**config.mk**
```make
export PLATFORM = sky130hd
export DESIGN_NAME = bcd_counter_4d
export DESIGN_NICKNAME = d
export VERILOG_FILES = /design/src/rtl/bcd_counter_4d_pkg.sv /design/src/rtl/bcd_to_sseg.sv /design/src/rtl/bcd_counter_4d.sv
export SDC_FILE = /design/constraint.sdc
export NUM_CORES = 1
export LEC_CHECK = 0
export CELL_PAD_IN_SITES_DETAIL_PLACEMENT = 0
export CELL_PAD_IN_SITES_GLOBAL_PLACEMENT = 1
export CORE_MARGIN = 2
export CORE_UTILIZATION = 35
export CTS_CLUSTER_DIAMETER = 120
export DETAILED_ROUTE_END_ITERATION = 7
export HOLD_SLACK_MARGIN = 0.1
export PLACE_DENSITY = 0.77
export SYNTH_ARGS = -nofsm -noshare
export SYNTH_HDL_FRONTEND = slang
export SYNTH_HIERARCHICAL = 1
export SYNTH_SLANG_ARGS = --single-unit
```
**constraint.sdc**
```tcl
create_clock -name clk -period 7 [get_ports clk]
set_clock_uncertainty 0.15 [all_clocks]
set_input_delay 2.1 -clock clk [delete_from_list [all_inputs] [get_ports clk]]
set_output_delay 2.1 -clock clk [all_outputs]
set_load 0.03 [all_outputs]
```
**src/rtl/bcd_counter_4d_pkg.sv**
```systemverilog
// Shared display-path definitions: seven-segment codes and BCD increment helper.
// Latency: none (constants and a pure combinational function).
// Backpressure: not applicable.
package bcd_counter_4d_pkg;

   localparam int NUM_DIGITS = 4;

   // Segment bit order, active low: [7]=dp, [6:0]={g,f,e,d,c,b,a}.
   // The dp bit is held at 1 here; the downstream mux drives the real dp.
   localparam logic [7:0] SSEG_0     = 8'hC0;
   localparam logic [7:0] SSEG_1     = 8'hF9;
   localparam logic [7:0] SSEG_2     = 8'hA4;
   localparam logic [7:0] SSEG_3     = 8'hB0;
   localparam logic [7:0] SSEG_4     = 8'h99;
   localparam logic [7:0] SSEG_5     = 8'h92;
   localparam logic [7:0] SSEG_6     = 8'h82;
   localparam logic [7:0] SSEG_7     = 8'hF8;
   localparam logic [7:0] SSEG_8     = 8'h80;
   localparam logic [7:0] SSEG_9     = 8'h90;
   localparam logic [7:0] SSEG_BLANK = 8'hFF;

   typedef logic [3:0] digit_t;

   // Result of one BCD increment: new value plus the carry out of the top digit.
   typedef struct packed {
      logic [15:0] value;
      logic        wrap;
   } bcd_step_t;

   // Adds one to a packed 4-digit BCD value; the carry ripples through all
   // digits in one evaluation. A digit at 9 (or an unreachable >9 value)
   // rolls to 0 and passes the carry up.
   function automatic bcd_step_t bcd_increment(input logic [15:0] cur);
      bcd_step_t res;
      logic      carry;
      carry     = 1'b1;
      res.value = cur;
      for (int i = 0; i < NUM_DIGITS; i++) begin
         if (carry) begin
            if (cur[i*4 +: 4] >= 4'd9) begin
               res.value[i*4 +: 4] = 4'd0;
            end else begin
               res.value[i*4 +: 4] = cur[i*4 +: 4] + 4'd1;
               carry               = 1'b0;
            end
         end
      end
      res.wrap = carry;
      return res;
   endfunction

endpackage

```
**src/rtl/bcd_to_sseg.sv**
```systemverilog
// BCD digit to active-low seven-segment pattern decoder (dp bit held off).
// Latency: purely combinational.
// Backpressure: none; output follows input.
module bcd_to_sseg
   import bcd_counter_4d_pkg::*;
(
   input  logic [3:0] digit,
   output logic [7:0] seg
);

   // Table lookup; codes above 9 cannot occur in the counter and show blank.
   always_comb begin
      seg = SSEG_BLANK;
      case (digit)
         4'd0:    seg = SSEG_0;
         4'd1:    seg = SSEG_1;
         4'd2:    seg = SSEG_2;
         4'd3:    seg = SSEG_3;
         4'd4:    seg = SSEG_4;
         4'd5:    seg = SSEG_5;
         4'd6:    seg = SSEG_6;
         4'd7:    seg = SSEG_7;
         4'd8:    seg = SSEG_8;
         4'd9:    seg = SSEG_9;
         default: seg = SSEG_BLANK;
      endcase
   end

endmodule

```
**src/rtl/bcd_counter_4d.sv**
```systemverilog
// 4-digit BCD up-counter with registered seven-segment outputs and leading-zero blanking.
// Latency: inc rise to bcd update 2 edges after first sample; seg follows bcd by 1 cycle.
// Backpressure: none; every step is taken, coincident inc/tick count once, clr wins.
module bcd_counter_4d
   import bcd_counter_4d_pkg::*;
#(
   parameter int         TICK_DIV = 50_000_000,
   parameter bit         LZB      = 1'b1,
   parameter logic [3:0] DP_MASK  = 4'b0000
)
(
   input  logic        clk,
   input  logic        reset,
   input  logic        inc,
   input  logic        clr,
   input  logic        auto_en,
   output logic [7:0]  seg3,
   output logic [7:0]  seg2,
   output logic [7:0]  seg1,
   output logic [7:0]  seg0,
   output logic [3:0]  dp_out,
   output logic [15:0] bcd,
   output logic        ovf
);

   localparam int             PW         = $clog2(TICK_DIV);
   localparam logic [PW-1:0]  TICK_LAST  = PW'(TICK_DIV - 1);
   // Upper digits come out of reset blank when blanking is on (count is 0000).
   localparam logic [7:0]     SEG_HI_RST = LZB ? SSEG_BLANK : SSEG_0;

   logic          inc_meta;
   logic          inc_sync;
   logic          inc_prev;
   logic          inc_pulse;
   logic [PW-1:0] presc;
   logic          tick;
   logic          step;
   bcd_step_t     nxt;
   logic [7:0]    dec [NUM_DIGITS];
   logic [3:0]    blank;

   assign dp_out = DP_MASK;

   // Two-flop synchroniser for the asynchronous button level, plus a delay flop for edge detect.
   always_ff @(posedge clk or posedge reset) begin
      if (reset) begin
         inc_meta <= 1'b0;
         inc_sync <= 1'b0;
         inc_prev <= 1'b0;
      end else begin
         inc_meta <= inc;
         inc_sync <= inc_meta;
         inc_prev <= inc_sync;
      end
   end

   // One-cycle pulse on each synchronised rising edge; a held button gives one step.
   assign inc_pulse = inc_sync & ~inc_prev;

   // Auto-increment prescaler: free-runs 0..TICK_DIV-1 only while enabled, parked at 0 otherwise.
   always_ff @(posedge clk or posedge reset) begin
      if (reset) begin
         presc <= '0;
      end else if (clr || !auto_en) begin
         presc <= '0;
      end else if (presc == TICK_LAST) begin
         presc <= '0;
      end else begin
         presc <= presc + PW'(1);
      end
   end

   assign tick = auto_en & (presc == TICK_LAST);

   // OR-ing the two sources means a coincident button pulse and tick advance by one only.
   assign step = inc_pulse | tick;

   // Next count with the full carry chain resolved in this cycle.
   always_comb begin
      nxt = bcd_increment(bcd);
   end

   // Count register and wrap flag: clear beats step, and a clear never reports a wrap.
   always_ff @(posedge clk or posedge reset) begin
      if (reset) begin
         bcd <= 16'h0000;
         ovf <= 1'b0;
      end else if (clr) begin
         bcd <= 16'h0000;
         ovf <= 1'b0;
      end else if (step) begin
         bcd <= nxt.value;
         ovf <= nxt.wrap;
      end else begin
         ovf <= 1'b0;
      end
   end

   // One decoder per digit, fed straight from the registered count.
   for (genvar g = 0; g < NUM_DIGITS; g++) begin : g_dec
      bcd_to_sseg u_dec (
         .digit (bcd[g*4 +: 4]),
         .seg   (dec[g])
      );
   end

   // Leading-zero mask: a digit blanks only if it and every digit above it are zero; digit 0 always shows.
   always_comb begin
      blank    = 4'b0000;
      blank[3] = LZB && (bcd[15:12] == 4'd0);
      blank[2] = blank[3] && (bcd[11:8] == 4'd0);
      blank[1] = blank[2] && (bcd[7:4] == 4'd0);
      blank[0] = 1'b0;
   end

   // Registered segment outputs so the display mux sees clean, glitch-free patterns.
   always_ff @(posedge clk or posedge reset) begin
      if (reset) begin
         seg3 <= SEG_HI_RST;
         seg2 <= SEG_HI_RST;
         seg1 <= SEG_HI_RST;
         seg0 <= SSEG_0;
      end else begin
         seg3 <= blank[3] ? SSEG_BLANK : dec[3];
         seg2 <= blank[2] ? SSEG_BLANK : dec[2];
         seg1 <= blank[1] ? SSEG_BLANK : dec[1];
         seg0 <= dec[0];
      end
   end

endmodule

```
==> results of run 1 <==
## sequential cells by signal, indices dropped and copies added (netlist names)
name and count:
inc_sync 1, inc_prev 1, seg2 8, seg1 8, bcd 16, presc 26
inc_meta 1, ovf 1, seg3 8, seg0 8
## power breakdown
part	internal [mW]	switching, mW	total, mW
Sequential	0.457	0.00367	0.461
Combinational	0.0134	0.0325	0.0459
Clock	0.286	0.182	0.468
Total	0.756	0.218	0.974
## worst paths after layout
kind                            slack (ns)         to     start  cells past startpoint
max in group asynchronous             3.86  presc[16]     reset                      3
worst min register to register        0.23   inc_sync  inc_meta                      0
worst max-delay path                  2.82   presc[5]       clr                      4
min in group asynchronous             2.23  presc[13]     reset                      3
worst max register to register        4.17    seg1[0]   bcd[13]                      7
worst min-delay path                  0.23   inc_sync  inc_meta                      0
## final cells by class
type                       count  share of cell area, %
multi-input combinational    348                   41.0
sequential                    78                   37.0
clock buffer                  11                   4.52
clock inverter                 5                   1.10
inverter                      29                   2.05
timing repair buffer          56                   10.3
tap                          172                   4.01
## synthesized netlist by cell type, drive strengths merged (6+ instances only)
library cell  count  area share (%)
nand2b           36             5.1
xor2              7             1.4
o21ai            33             3.7
nand2            27             2.3
a21oi            23             2.9
nor2             61             5.1
ha               35             9.8
nand3            16             1.8
inv              29             2.4
buf              20             3.4
dfrtp            52              29
o31ai             7             1.2
xnor2            17             3.3
nor3              9             1.1
dfstp            26              15
nand4            13             1.8
or2              13             1.8
clkbuf            6            0.51
## metrics by stage
step / setup slack [ns] / cell area [um2] / total power, mW / hold WS [ns]
after floorplan: 2.80 / 4470 / 0.502 / 0.181
after global placement: 2.59 / 5060 / 0.515 / 0.218
after detailed placement: 2.47 / 5060 / 0.515 / 0.221
after CTS: 2.84 / 5370 / 0.988 / 0.237
after global routing: 2.58 / 5370 / 1.01 / 0.244
final: 2.82 / 5370 / 0.974 / 0.227
## layout by cell type (no fill, tap or decap), types with 2 or more instances in the layout
master | Yosys | routed
xnor2_1 | 17 | 17
a31oi_1 | 5 | 5
clkdlybuf4s50_1 | 0 | 53
inv_1 | 29 | 28
clkbuf_16 | 0 | 9
o21a_1 | 2 | 2
clkinv_2 | 0 | 2
a21oi_2 | 4 | 4
nor2b_1 | 2 | 2
or2b_1 | 4 | 4
dfrtp_1 | 52 | 52
o21ai_0 | 33 | 33
nor3_1 | 8 | 8
o31ai_1 | 7 | 7
and2_1 | 3 | 3
nand4_1 | 13 | 13
and4_1 | 3 | 3
clkinvlp_4 | 0 | 2
nand2_1 | 27 | 27
nand4b_1 | 2 | 2
ha_1 | 35 | 35
nor2_1 | 61 | 61
a21oi_1 | 19 | 19
buf_4 | 8 | 3
o31a_1 | 2 | 2
dfstp_2 | 26 | 26
nand3_1 | 16 | 16
or4_1 | 3 | 3
nor4_1 | 3 | 3
or2_2 | 9 | 9
or3_1 | 2 | 2
conb_1 | 5 | 8
nand2b_1 | 36 | 36
or2_1 | 4 | 4
xor2_1 | 7 | 7
## cell families after synthesis
kind of cell / count (synthesis) / share of synthesized area [%]
compound gates: 76 / 9.97
xor+xnor: 24 / 4.72
fa+ha+maj: 35 / 9.83
buf+inv: 55 / 6.32
flops: 78 / 44.5
other cells: 5 / 0.421
simple gates: 205 / 24.2
## metal layers
| layer | routed length [um] | global-route usage (%) | vias to the layer above | part of all wire (%) |
|---|---|---|---|---|
| met2 | 4170 | 22.5 | 69 | 47 |
| met5 | 0 | 0 | - | 0 |
| met1 | 4080 | 17.5 | 1621 | 46 |
| li1 | - | - | 1667 | - |
| met4 | 168 | 6.43 | 0 | 1.9 |
| met3 | 372 | 3.09 | 12 | 4.2 |
## critical path, stage by stage
cell and delay, ns:
clkdlybuf4s50_1 0.91, inv_1 0.25, nand3_1 0.80, nor2_1 0.13
==> impl_results.md, run 1 <==
* Outcome: finished clean
* Share of layout cells above drive strength 1 at 11.6%
* DIE AREA at 13700 um2
* Worst IR Drop VDD at 0.108 mV
* All-layer global routing usage at 13.8%
* Non-filler cells in the finished layout at 699
* Multi-input logic area at 2200 um2
* Die width at 117 um
* CTS Buffer Depth at 2
* Vias in the first global route at 3182
* Post-Synthesis Cells at 478
* Worst skew pair latency at 0.34 ns
* Post-CTS Setup Repair Bufs at 0
* # nets final at 562
* CTS root buf: clkbuf_16
* Clock transition at path regs at 0.06 ns
* GRT Residual Overflow at 0
* Pwr Density at 182 nW/um2
* Max-slew headroom at 35.2%
* Die Span Y at 117 um
* IO Count at 58
* Via count at 3369
* Max-Cap Viols at 0
* Final Hold Violating Endpoints at 0
* Max-slew violations at 0
* Min Tclk post-route at 4.18 ns
* Core Util, Final at 42.9%
* RSZ-0062 raised after global routing: no
* Total Wirelength at 8.79 mm
* TritonRoute pass-1 iters at 4
* Antenna Nets Post-Route at 0
* Post-synthesis async set-or-reset flop share at 100%
* Final HPWL DP at 6.00 mm
* Wire length per cell at 12.6 um
* Critical Path AT at 4.20 ns
* Fillcell total at 1255
* Initial antenna violation count at 0
* Clock sink count at 78
* Drt drc at 0
* Area grow syn2layout at 20.4%
* FF+latch area at 1980 um2
* Period utilization at 59.7%
* Mapped Area at 4460 um2
* Setup TNS at 0 ns
* Post-synth EDFFs at 0
* Fmax at 239 MHz
* Starting DRT DRC Count at 144
* Slew @ Worst Pin at 0.970 ns
* Pleak at 2.10 nW
* CP Class: in -> reg
* Flops & latches, synth at 78
* Avg Cell Area, Syn at 9.32 um2
* CTS buffer count at 9
* Endpoints failing setup at 0
* Pin count of the biggest net entering global routing at 79
* Ant diodes at 0
* Netlist cell types at 48
* Initial core utilization at 35.6%
* Ys flop type: dfrtp_1
* Vias/cell at 4.82
* Hold-fix buffers, CTS at 0
* First-pass GRT wire length at 14.9 mm
* GPL Wtd Cong at 0.793
* Dpl cells at 683
* Worst Setup End Kind: flip-flop
* TritonCTS clock tree: done
* Post-CTS Resized at 0
* # rows at 41
* Synth Warn # at 6
* Sequential fraction of the synthesis area at 44.5%
* CP Max Fanout at 26
* # port buffers at 53
* Core Area at 12500 um2
* Startpoint types: input port
* Worst hold path type: reg -> reg
* Critical Path RT at 7.02 ns
* H-tree lvl count at 3
(Power assumes the default switching activity.)
==> inputs of run 2 (changes only) <==
PLACE_DENSITY = 0.79   (was 0.77)
clock period = 3.7 ns   (was 7 ns; I/O delays follow)
==> run 2 against run 1 <==
Against the previous run: core utilization increased by 0.24 points; count of clock-buffer cells in the layout fell by 2; final area is 0.56% higher; sequential power grew 89%; global-route usage rose by 0.16 points; total power increased by 82%; cell count grew 0.86%; first-iteration DRC count up 22%; hold slack got worse by 0.014 ns; critical path depth down 3.
==> impl_results.md, run 2 (synthesis gave the netlist of run 1 again) <==
* Endpoints failing setup at 0 (unchanged)
* Delay-heaviest family, CP: buffers and inverters
* Worst IR Drop VDD at 0.193 mV (+79%)
* Area grow syn2layout at 21.1%
* Multi-input logic area at 2200 um2 (unchanged)
* Fillcell total at 1236 (-1.5%)
* # nets final at 568 (+1.1%)
* Worst skew pair latency at 0.33 ns (about the same)
* Initial core utilization at 35.6% (unchanged)
* Min Tclk post-route at 3.03 ns
* Max-Cap Viols at 0 (unchanged)
* Post-CTS Resized at 0 (unchanged)
* GRT Residual Overflow at 0 (unchanged)
* CTS buffer count at 9 (unchanged)
* Max-slew violations at 0 (unchanged)
* Most frequent cells in the layout: 61 x nor2_1, 53 x clkdlybuf4s50_1, 52 x dfrtp_1
* Critical Path RT at 2.44 ns (-4.58 ns)
* Critical-path cell list: clkdlybuf4s50_1
* Setup TNS at 0 ns (unchanged)
* CP Max Fanout at 16 (-38%)
* Startpoint types: flip-flop
* TritonRoute pass-1 iters at 4 (unchanged)
* RSZ-0062 raised after global routing: no
* Die width at 117 um (unchanged)
* Outcome: finished clean
* Core Util, Final at 43.1% (+0.24 points)
* Total Wirelength at 8.93 mm (+1.6%)
* Dpl cells at 689 (+0.88%)
* Worst Setup End Kind: primary output
* CTS root buf: clkbuf_16
* Ant diodes at 0 (unchanged)
* Drt drc at 0 (unchanged)
* Vias/cell at 4.76 (-1.2%)
* Fmax at 330 MHz
* Wire length per cell at 12.7 um (+0.73%)
* Vias in the first global route at 3285 (+3.2%)
* Slowest stage cell, crit path: clkdlybuf4s50_1
* Final Hold Violating Endpoints at 0 (unchanged)
* Max-slew headroom at 53.6% (+18 points)
* Pleak at 2.13 nW (+1.3%)
* Worst hold path type: reg -> reg
* Post-CTS Setup Repair Bufs at 0 (unchanged)
* Pre-CTS setup slack at 0.580 ns (-1.89 ns)
* TritonCTS clock tree: done
* CTS Buffer Depth at 2 (unchanged)
* Core Area at 12500 um2 (unchanged)
* Pwr Density at 329 nW/um2 (+81%)
* Slew @ Worst Pin at 0.689 ns (-0.281 ns)
* All-layer global routing usage at 14.0% (+0.16 points)
* CP bufs+invs at 1 (-1)
* Non-filler cells in the finished layout at 705 (+0.86%)
* Final HPWL DP at 6.20 mm (+3.3%)
* First-pass GRT wire length at 15.2 mm (+2.3%)
* Clock transition at path regs at 0.06 ns (about the same)
* Period utilization at 81.9%
* Antenna Nets Post-Route at 0 (unchanged)
* # rows at 41 (unchanged)
* FF+latch area at 1980 um2 (unchanged)
* GPL Wtd Cong at 0.805 (+1.5%)
* Pin count of the biggest net entering global routing at 34 (-57%)
* # port buffers at 53 (unchanged)
* Crit-path max cell delay at 0.77 ns (-0.14 ns)
* Clock sink count at 78 (unchanged)
* Critical Path AT at 1.77 ns (-2.43 ns)
* Largest regs: presc x26, bcd x16
* Via count at 3357 (-0.36%)
* Commonest non-fill, non-tap cell in the layout: nor2_1
* Fin worst setup slack at 0.670 ns (-2.15 ns)
* Starting DRT DRC Count at 175 (+22%)
* IO Count at 58 (unchanged)
* CP Class: reg -> out
* DIE AREA at 13700 um2 (unchanged)
* Die Span Y at 117 um (unchanged)
* Share of layout cells above drive strength 1 at 12.8% (+1.2 points)
* Largest Register: presc
* Hold-fix buffers, CTS at 0 (unchanged)
* Min Hold Slack at 0.214 ns (-0.0138 ns)
* H-tree lvl count at 3 (unchanged)
* Max reg flops at 26 (unchanged)
* Initial antenna violation count at 0 (unchanged)
[run 2: worst paths after layout]
check	slack [ns]	endpoint	startpoint	cells after the start
max	0.67	bcd[10]	bcd[10]	1
min	0.21	inc_sync	inc_meta	0
max reg2reg	0.90	seg1[3]	bcd[13]	7
min reg2reg	0.21	inc_sync	inc_meta	0
max in group asynchronous	1.70	seg3[0]	reset	3
min in group asynchronous	1.01	presc[1]	reset	2
[run 2: layout make-up]
type / count / area share [%]
clock buffers: 9 / 4.17
clock inverters: 7 / 0.904
inverters: 29 / 2.04
multi-input cells: 348 / 40.8
flip-flops and latches: 78 / 36.8
well taps: 172 / 3.99
repair buffers: 62 / 11.3
[run 2: where the power goes]
group / switching [mW] / internal, mW
sequential: 0.00540 / 0.864
clock: 0.358 / 0.455
combinational: 0.0645 / 0.0302
[run 2: metrics by stage]
step | power [mW] | instance area [um2]
floorplan | 0.950 | 4470
finish | 1.78 | 5400
detailed placement | 0.982 | 5120
global route | 1.85 | 5400
CTS | 1.81 | 5400
global placement | 0.980 | 5120
[run 2: routing by layer]
layer | up-vias | share of wire (%) | GRT usage, %
met2 | 57 | 48 | 23.2
li1 | 1683 | - | -
met5 | - | 0 | 0
met3 | 13 | 3.6 | 2.73
met1 | 1604 | 47 | 18.0
met4 | 0 | 1.7 | 5.57
==> inputs of run 3 (changes only) <==
PLACE_DENSITY = 0.77   (was 0.79)
clock period = 3 ns   (was 3.7 ns; I/O delays follow)
==> run 3 against run 2 <==
Against the previous run: routed wire length up 2.9%; via count is 1.2% higher; hold slack got worse by 0.0032 ns; first-iteration DRC count decreased by 30%; critical path type unchanged; critical endpoint is now bcd[6]; largest cell class unchanged; highest routed layer unchanged.
==> impl_results.md, run 3 (synthesis gave the netlist of run 1 again) <==
* Outcome: finished clean
* Final Hold Violating Endpoints at 0 (unchanged)
* Hold path depth at 0 (unchanged)
* # port buffers at 53 (unchanged)
* Largest regs: presc x26, bcd x16
* Share of layout cells above drive strength 1 at 14.2% (+1.4 points)
* Clock sink count at 78 (unchanged)
* Die width at 117 um (unchanged)
* GPL Wtd Cong at 0.821 (+2.0%)
* TritonRoute pass-1 iters at 4 (unchanged)
* Pin count of the biggest net entering global routing at 40 (+18%)
* Wire length per cell at 12.9 um (+1.6%)
* Clock transition at path regs at 0.06 ns (about the same)
* Slowest stage cell, crit path: clkdlybuf4s50_1
* Delay-heaviest family, CP: buffers and inverters
* Crit-path max cell delay at 0.77 ns (about the same)
* Post-CTS Setup Repair Bufs at 0 (unchanged)
* Most frequent cells in the layout: 61 x nor2_1, 53 x clkdlybuf4s50_1, 52 x dfrtp_1
* Vias/cell at 4.76 (-0.11%)
* Critical Path AT at 1.76 ns (about the same)
* R2r setup slk at 0.58 ns (-0.32 ns)
* Ant diodes at 0 (unchanged)
* TritonCTS clock tree: done
* Comb pwr share at 5.1% (-0.2 points)
* Via count at 3396 (+1.2%)
* Slew @ Worst Pin at 0.623 ns (-0.0661 ns)
* Clock power frac at 48.4% (+2.7 points)
* Critical Path RT at 1.95 ns (-0.49 ns)
* Worst IR Drop VDD at 0.316 mV (+64%)
* Min Tclk post-route at 2.81 ns
* Total Wirelength at 9.19 mm (+2.9%)
* H-tree lvl count at 3 (unchanged)
* Fillcell total at 1232 (-0.32%)
* Setup TNS at 0 ns (unchanged)
* Final HPWL DP at 6.46 mm (+4.2%)
* Switching Fraction at 23.8% (-0.28 points)
* CP Max Fanout at 16 (unchanged)
* Reg power frac at 46.4% (-2.5 points)
* Max reg flops at 26 (unchanged)
* Commonest non-fill, non-tap cell in the layout: nor2_1
* Worst r2r dst: bcd[11]
* Antenna Nets Post-Route at 0 (unchanged)
* GRT Residual Overflow at 0 (unchanged)
* Reg2reg path depth at 6 (-1)
* Design Power at 2.31 mW (+30%)
* Max-slew headroom at 58.0% (+4.5 points)
* RSZ-0062 raised after global routing: no
* Period utilization at 93.7%
* Drt drc at 0 (unchanged)
* Critical-path cell list: clkdlybuf4s50_1
* CTS root buf: clkbuf_16
* Post-CTS Resized at 0 (unchanged)
* Startpoint types: flip-flop
* Worst hold path type: reg -> reg
* Core Area at 12500 um2 (unchanged)
* # nets final at 577 (+1.6%)
* # rows at 41 (unchanged)
* Die Span Y at 117 um (unchanged)
* Largest Register: presc
* Starting DRT DRC Count at 123 (-30%)
* R2R Path Start: presc[0]
* Pwr Density at 420 nW/um2 (+28%)
* HP Start: inc_meta
* Initial core utilization at 35.6% (unchanged)
* Hold-fix buffers, CTS at 0 (unchanged)
* Area grow syn2layout at 23.4%
* CTS Buffer Depth at 2 (unchanged)
* Vias in the first global route at 3223 (-1.9%)
* Pleak at 2.19 nW (+2.6%)
* CTS buffer count at 9 (unchanged)
* First-pass GRT wire length at 15.3 mm (+0.50%)
* Max-slew violations at 0 (unchanged)
* DIE AREA at 13700 um2 (unchanged)
* Max-Cap Viols at 0 (unchanged)
* Fmax at 356 MHz
* Worst hold endpoint: inc_sync
* CP bufs+invs at 1 (unchanged)
* Worst Setup End Kind: primary output
* All-layer global routing usage at 14.3% (+0.30 points)
* Core Util, Final at 43.9% (+0.83 points)
* Switching pwr at 0.550 mW (+28%)
* Total internal power at 1.76 mW (+30%)
* Worst skew pair latency at 0.34 ns (about the same)
* IO Count at 58 (unchanged)
* Initial antenna violation count at 0 (unchanged)
* Endpoints failing setup at 0 (unchanged)
* CP Class: reg -> out
==> run 3: metal layers <==
metal | global-route usage (%) | part of all wire (%)
met2 | 22.7 | 47
met5 | 0 | 0
met3 | 3.71 | 3.7
met1 | 18.6 | 48
met4 | 5.57 | 1.5
==> run 3: how the worst max path moves through the flow <==
stage / end / startpoint / depth (start not counted)
finish: bcd[6] / bcd[6] / 1
global route: bcd[6] / bcd[6] / 1
CTS: bcd[6] / bcd[6] / 1
detailed placement: bcd[11] / auto_en / 5
global placement: bcd[3] / auto_en / 6
floorplan: seg1[0] / bcd[13] / 7
==> run 3: cell type report <==
cell class | count | area (um2) | area share, %
clock buffer | 9 | 225 | 4.09
clock inverter | 7 | 82.6 | 1.50
inverter | 29 | 113 | 2.05
multi-input combinational | 348 | 2200 | 40.0
sequential | 78 | 1980 | 36.1
tap | 172 | 215 | 3.91
timing repair buffer | 71 | 678 | 12.3
==> run 3: power by group through the flow <==
| stage | combinational (mW) | clock [mW] | sequential [mW] |
|---|---|---|---|
| global placement | 0.120 | 0 | 1.09 |
| floorplan | 0.0646 | 0 | 1.11 |
| global route | 0.133 | 1.20 | 1.07 |
| CTS | 0.122 | 1.16 | 1.07 |
| detailed placement | 0.122 | 0 | 1.09 |
| finish | 0.119 | 1.12 | 1.07 |
==> run 3: metrics by stage <==
stage,worst slack [ns],hold slack [ns],cell area [um2],instances
after floorplan,0.628,0.181,4470,481
after global placement,0.184,0.195,5190,698
after detailed placement,0.154,0.193,5190,698
after CTS,0.155,0.214,5500,714
after global routing,0.0875,0.224,5500,714
final,0.188,0.210,5500,714
